File: src/rtl/instr_fetch.sv
// instr_fetch: PC/IR fetch stage feeding the decoder (FETCH -> WAIT -> EXEC per instruction).
// Define FETCH_STEP_EN to add the step input and a PAUSE state for single-stepping.
module instr_fetch #(
    parameter int ADDR_W  = 5,
    parameter int OPC_W   = 3,
    parameter int INSTR_W = OPC_W + ADDR_W
) (
    input  logic               clk,
    input  logic               rst_n,
    input  logic               start,
`ifdef FETCH_STEP_EN
    input  logic               step,
`endif
    output logic               imem_rd,
    output logic [ADDR_W-1:0]  imem_addr,
    input  logic [INSTR_W-1:0] imem_data,
    output logic [OPC_W-1:0]   opcode,
    output logic [ADDR_W-1:0]  operand,
    output logic               instr_valid,
    input  logic               pc_en,
    output logic [ADDR_W-1:0]  pc,
    output logic               halted
);
    typedef enum logic [2:0] {
        IDLE, FETCH, WAIT, EXEC, HALT
`ifdef FETCH_STEP_EN
        , PAUSE
`endif
    } state_t;

`ifdef FETCH_STEP_EN
    localparam state_t ADVANCE = PAUSE;
`else
    localparam state_t ADVANCE = FETCH;
`endif

    state_t             state, state_d;
    logic [INSTR_W-1:0] ir;

    always_ff @(posedge clk or negedge rst_n) begin
        if (!rst_n) state <= IDLE;
        else        state <= state_d;
    end

    always_comb begin
        state_d = state;
        case (state)
            IDLE:    state_d = start ? FETCH : IDLE;
            FETCH:   state_d = WAIT;
            WAIT:    state_d = EXEC;
            EXEC:    state_d = pc_en ? ADVANCE : HALT;
            HALT:    state_d = start ? FETCH : HALT;
`ifdef FETCH_STEP_EN
            PAUSE:   state_d = step ? FETCH : PAUSE;
`endif
            default: state_d = IDLE;
        endcase
    end

    // Read data arrives during WAIT; a reset in WAIT drops it before it reaches IR.
    always_ff @(posedge clk or negedge rst_n) begin
        if (!rst_n) begin
            pc <= '0;
            ir <= '0;
        end else begin
            if (state == WAIT) ir <= imem_data;
            if (state == EXEC && pc_en) pc <= pc + ADDR_W'(1);
            else if ((state == IDLE || state == HALT) && start) pc <= '0;
        end
    end

    always_comb begin
        imem_rd     = state == FETCH;
        instr_valid = state == EXEC;
        halted      = state == HALT;
        imem_addr   = pc;
        opcode      = ir[INSTR_W-1 -: OPC_W];
        operand     = ir[ADDR_W-1:0];
    end
endmodule
File: config.mk
export PLATFORM = sky130hd
export DESIGN_NAME = instr_fetch
export DESIGN_NICKNAME = d
export VERILOG_FILES = /design/src/rtl/instr_fetch.sv
export SDC_FILE = /design/constraint.sdc
export NUM_CORES = 1
export LEC_CHECK = 0
export ABC_CLOCK_PERIOD_IN_PS = 1450
export CELL_PAD_IN_SITES_DETAIL_PLACEMENT = 0
export CELL_PAD_IN_SITES_GLOBAL_PLACEMENT = 1
export CORE_MARGIN = 4
export CORE_UTILIZATION = 30
export CTS_CLUSTER_DIAMETER = 40
export DETAILED_ROUTE_END_ITERATION = 12
export HOLD_SLACK_MARGIN = 0.12
export PLACE_DENSITY_LB_ADDON = 0.1
export SLEW_MARGIN = 0
export SYNTH_ARGS = -nofsm -noshare
export SYNTH_HDL_FRONTEND = slang
export SYNTH_SLANG_ARGS = --single-unit
File: constraint.sdc
create_clock -name clk -period 1.45 [get_ports clk]
set_clock_uncertainty 0.05 [all_clocks]
set_input_delay 0.435 -clock clk [delete_from_list [all_inputs] [get_ports clk]]
set_output_delay 0.435 -clock clk [all_outputs]
set_load 0.02 [all_outputs]
==> summary.txt <==
global-route congestion overflow total = 0
die width = 57.6 um
Total Negative Setup Slacks = -849 ps
final number of max-transition violations = 0
share of total power in combinational logic = 0.579
drt first-iter violations = 3
highest clock frequency the design can meet = 614 MHz
design internal power = 0.00144 W
Routed WL per cell = 12.6 um
number of nets in the finished design = 116
clk buf depth = 2
share of cell area taken by muxes after synthesis = 0.137
shortest period the worst path allows = 1630 ps
global-route layer with the greatest usage = met2
later-pin clock latency in the skew report = 270 ps
half-perimeter wire length of the detailed placement result = 1.20 mm
share of the clock period used by the worst path = 1.12
area of the mapped netlist = 739 um2
commonest cells after routing, fill and taps aside = sky130_fd_sc_hd__dfrtp_1, sky130_fd_sc_hd__buf_4, sky130_fd_sc_hd__buf_2
Register-to-Register Setup Slack = -70 ps
Worst EP arrival = 1140 ps
Root Driver = sky130_fd_sc_hd__clkbuf_4
hold buffers post-CTS = 0
number of global-route vias before repair = 618
port bufs = 32
Setup-failing EPs final = 11
worst-case vdd ir drop = 1090 uV
sequential area share after synthesis = 0.541
adder-cell share of the synthesized area = 0.0169
global-route usage over all layers = 0.103
number of sinks on the clock net = 16
total power density per cell area = 1960 mW/mm2
Syn Nets = 69
post-route DRC violation count = 0
1st-pass router iterations = 4
post-synthesis sequential element count = 16
number of vias after detailed routing = 582
smallest hold slack = 426 ps
global routing met2 resource utilization = 0.166
nature of the critical path endpoint = output port
met3 track demand over resource in global routing = 0.0401
PnR worst setup slack = -180 ps
post-route total power = 0.00229 W
Sw Share = 0.373
most common cell after layout, fill and taps aside = sky130_fd_sc_hd__dfrtp_1
clock buffer count from CTS = 3
Synth cell types = 20
slew at the pin closest to its max-slew limit = 258 ps
result of the run = finished, violations left
leakage power = 0.592 nW
synth top area cells = sky130_fd_sc_hd__dfrtp_1, sky130_fd_sc_hd__mux2_2, sky130_fd_sc_hd__buf_4, sky130_fd_sc_hd__a22o_1, sky130_fd_sc_hd__xnor2_1
area share of the largest cell type after synthesis = 0.541
largest family of logic cells by synthesized area = multiplexers
failing checks = setup timing
CTS tree = yes
clock-pin transition on the worst setup and hold timing paths = 90 ps
via/cell ratio = 4.51
syn_area_per_cell = 13.2 um2
synthesis-to-finish area growth = 57.9%
final estimated routing congestion in global placement = 0.759
xor and xnor area share after synthesis = 0.0237
part of the power in registers = 0.323
cell area after layout = 0.00117 mm2
placeable core area = 0.00228 mm2
portion of total power attributed to the clock network = 0.098
net load switching power = 0.000855 W
compound-gate portion of the synthesized area = 0.0948
placed cell areas = 0.00114 mm2
Synth Instances = 56
count of warnings emitted by yosys = 0
maximum capacitance violations = 0
final core occ = 0.513
maximum number of pins on one net before global-route repair = 17
unrepaired setup endpoints after global routing = yes
share of post-route cells with drive strength above 1 = 0.574
antenna violations before repair = 0
H-tree levels = 1
final hold violations = 0
starting density of the core = 0.325
type of element launching the critical path = flop
area leader, netlist = sky130_fd_sc_hd__dfrtp_1
met1 track demand over resource in global routing = 0.118
global-route wire length before repair = 2.61 mm
startpoint-to-endpoint class of the critical path = flop to output port
Critical Path Fanout Max = 5
required time at the endpoint of the critical path = 970 ps
n_diodes = 0
cell row count = 17
Filler Cell Count = 217
number of antenna-violating nets in the routed design = 0
Tightest Hold Check Type = input port to asynchronous set/reset pin
vertical extent of the die = 57.6 um
I/O pins = 33
aggregate routed wire length = 1.63 mm
worst slew margin relative to its limit = 0.828
simple-gate share of the synthesized area = 0.0998
area enclosed by the die boundary = 0.00332 mm2
final cells by class:
| type | instances | area, um2 | area share |
|---|---|---|---|
| clock buffers | 3 | 22.5 | 0.0193 |
| inverters | 2 | 7.51 | 0.00643 |
| multi-input cells | 31 | 298 | 0.255 |
| flip-flops and latches | 16 | 400 | 0.343 |
| well taps | 28 | 35.0 | 0.0300 |
| repair buffers | 49 | 404 | 0.346 |
registers in the layout (all words and copies together), names as in the netlist:
name       count
state          3
ir             8
imem_addr      5
power groups by stage:
stage               Combinational [W]  Sequential [W]  Clock [W]
floorplan                    0.000532        0.000926          0
global placement              0.00132        0.000738          0
detailed placement            0.00132        0.000744          0
CTS                           0.00131        0.000741   0.000243
global route                  0.00141        0.000771   0.000262
finish                        0.00133        0.000740   0.000225
routing by layer:
| layer | wire length [um] | part of all wire |
|---|---|---|
| met1 | 719 | 0.44 |
| met2 | 780 | 0.48 |
| met5 | 0 | 0 |
| met4 | 10 | 0.0062 |
| met3 | 116 | 0.071 |
timing repair:
| item | in CTS | in global routing |
|---|---|---|
| setup buffers | 2 | 2 |
| endpoints found under the setup margin | 22 | 25 |
| gates resized for setup | 75 | 20 |
| gates cloned | 0 | 0 |
| pin swaps | 3 | 5 |
final timing paths:
check	startpoint	endpoint	cells after the start
worst max register to register	state[0]	ir[7]	4
worst min register to register	ir[6]	ir[6]	1
worst min-delay path	rst_n	ir[2]	2
max in group asynchronous	rst_n	ir[1]	2
worst max-delay path	state[1]	halted	3
min in group clk	pc_en	state[2]	3
stage by stage:
step	worst slack [ps]	instances
4_1_cts	-148	127
2_1_floorplan	3.27	56
3_3_place_gp	-300	122
5_1_grt	-233	129
6_report	-180	129
3_5_place_dp	-345	122
cells by family (layout without fill, tap and decap cells):
group,count (synthesis),after routing
xor gates and xnor gates,2,2
DFF,16,16
and+or+nand+nor,11,11
AOI/OAI and AO/OA,8,8
muxes,9,9
adders and majority gates,1,1
buffers and inverters,9,54
worst max-delay path, cell delays in order, from the launching register on:
cell and delay, ps:
sky130_fd_sc_hd__dfrtp_1 430, sky130_fd_sc_hd__nor2_2 170, sky130_fd_sc_hd__and2_4 160, sky130_fd_sc_hd__buf_6 110
synthesized netlist by cell type:
cell type / n
sky130_fd_sc_hd__dfrtp_1: 16
sky130_fd_sc_hd__mux2_2: 9
sky130_fd_sc_hd__buf_4: 6
sky130_fd_sc_hd__a22o_1: 4
sky130_fd_sc_hd__inv_1: 2
sky130_fd_sc_hd__nand2b_1: 2
sky130_fd_sc_hd__nand3_1: 2
sky130_fd_sc_hd__nor3b_1: 2
sky130_fd_sc_hd__xnor2_1: 2
sky130_fd_sc_hd__a21o_1: 1
sky130_fd_sc_hd__a21oi_1: 1
sky130_fd_sc_hd__a21oi_4: 1
sky130_fd_sc_hd__a31oi_1: 1
sky130_fd_sc_hd__and2_1: 1
sky130_fd_sc_hd__and3b_2: 1
sky130_fd_sc_hd__and4b_1: 1
sky130_fd_sc_hd__buf_6: 1
sky130_fd_sc_hd__ha_1: 1
sky130_fd_sc_hd__nor2_1: 1
sky130_fd_sc_hd__or2_2: 1
(Power assumes the default switching activity.)
==> patch, RTL diff (config.mk and constraints unchanged) <==
The 5 states of `state_t` get a one-hot encoding in 5 bits.
--- a/src/rtl/instr_fetch.sv
+++ b/src/rtl/instr_fetch.sv
@@ -22,6 +22,6 @@
     output logic               halted
 );
-    typedef enum logic [2:0] {
-        IDLE, FETCH, WAIT, EXEC, HALT
+    typedef enum logic [4:0] {
+        IDLE = 5'b00001, FETCH = 5'b00010, WAIT = 5'b00100, EXEC = 5'b01000, HALT = 5'b10000
 `ifdef FETCH_STEP_EN
         , PAUSE
Formal check against the unedited RTL: no difference found for any inputs over 10 cycles, from zero or initial values and one cycle with rst_n low; not proved beyond that.
==> patch against the unedited design <==
Wire length grew 29%; largest cell class is now registers; power shrank 19%; fmax shrank 6.8%; global-route usage grew 2.6 points; the run still ends with negative setup slack left; non-clock buffer count grew 7; setup slack lost 0.12 ns; clock power grew 16%; cell area grew 16%; sequential cell count grew 2; cell count grew 18%; critical path depth is the same; combinational power shrank 34%; area after synthesis grew 13%; count of clock-buffer cells in the layout grew 1.
==> patch: results (changes against the unedited design) <==
status finished, violations left (unchanged); failing checks negative setup slack (unchanged); critical path endpoint instr_valid (was halted); Signal buffers 56 (was 49); Signal buf overhead 30.5% (was 34.6%); Worst EP arrival 1.26 ns (was 1.14 ns); top cells by count, synth dfrtp_1 (17), mux2_2 (9), buf_4 (5) (was dfrtp_1 (16), mux2_2 (9), buf_4 (6)); largest net degree at the start of global routing 13 (was 17); clk cell area share 1.94% (was 1.93%); peak supply drop 0.000826 V (was 0.00109 V); Placed Cells incl. Taps 143 (was 122); library cells used by synthesis 26 (was 20); GR met1 Demand/Resource 16.9% (was 11.8%); Via-to-Cell Ratio 4.70 (was 4.51); cells resized by post-CTS repair 96 (was 75); Routability Congestion 0.802 (was 0.759); WL per Instance 13.8 µm (was 12.6 µm); crit path from state[0] (was state[1]); # setup viols final 14 (was 11); r2r endpoint imem_addr[2] (was ir[7]); setup_tns -1.27 ns (was -0.849 ns); register area share after synthesis 53.9% (was 54.1%); crit-path max FO 3 (was 5); grt met3 use 3.83% (was 4.01%); Worst-path clk slew 0.11 ns (was 0.09 ns); Leak 0.726 nW (was 0.592 nW); met2 routed WL 1.01 mm (was 780 µm); fraction of area in registers 33.3% (was 34.3%); vias in the first global route 757 (was 618); Multi-In Gates 41 (was 31); final setup margin -0.298 ns (was -0.180 ns); total routed wirelength 2.09 mm (was 1.63 mm); syn nets 79 (was 69); Slew headroom 84.3% (was 82.8%); ranking of synthesized cells by area dfrtp_1 (51%), mux2_2 (12%), buf_4 (4.5%), dfstp_2 (3.1%), xor2_1 (3.1%) (was dfrtp_1 (54%), mux2_2 (14%), buf_4 (6.1%), a22o_1 (4.7%), xnor2_1 (2.4%)); area occupied by multi-input gates 415 µm² (was 298 µm²); Iteration-0 DRC Markers 1 (was 3); CP max stage cell dfstp_2 (was dfrtp_1); fraction of final layout cells sized beyond drive strength 1 57.4% (about the same); Register-to-Register Setup Slack -0.15 ns (was -0.07 ns); Reg power frac 38.9% (was 32.3%); total track usage 12.9% (was 10.3%)
-- patch: cells by family (layout without fill, tap and decap cells) --
kind of cell	after synthesis	in the layout	synth area share, %
muxes	10	10	13.3
DFF	18	18	53.9
adders and majority gates	1	1	1.49
buffers and inverters	8	63	5.82
AOI/OAI and AO/OA	7	7	6.87
and+or+nand+nor	19	20	15.5
xor gates and xnor gates	3	3	3.13
-- patch: per-stage QoR --
stage / instance area (µm²) / setup slack [ns] / hold WS, ns / util, % / power (W)
detailed placement: 1320 / -0.505 / 0.446 / 51.4 / 0.00154
global placement: 1320 / -0.453 / 0.439 / 51.4 / 0.00154
CTS: 1400 / -0.301 / 0.386 / 54.6 / 0.00192
floorplan: 850 / -0.0583 / 0.0894 / - / 0.00112
finish: 1360 / -0.298 / 0.387 / 52.8 / 0.00186
global route: 1360 / -0.346 / 0.390 / 52.8 / 0.00199
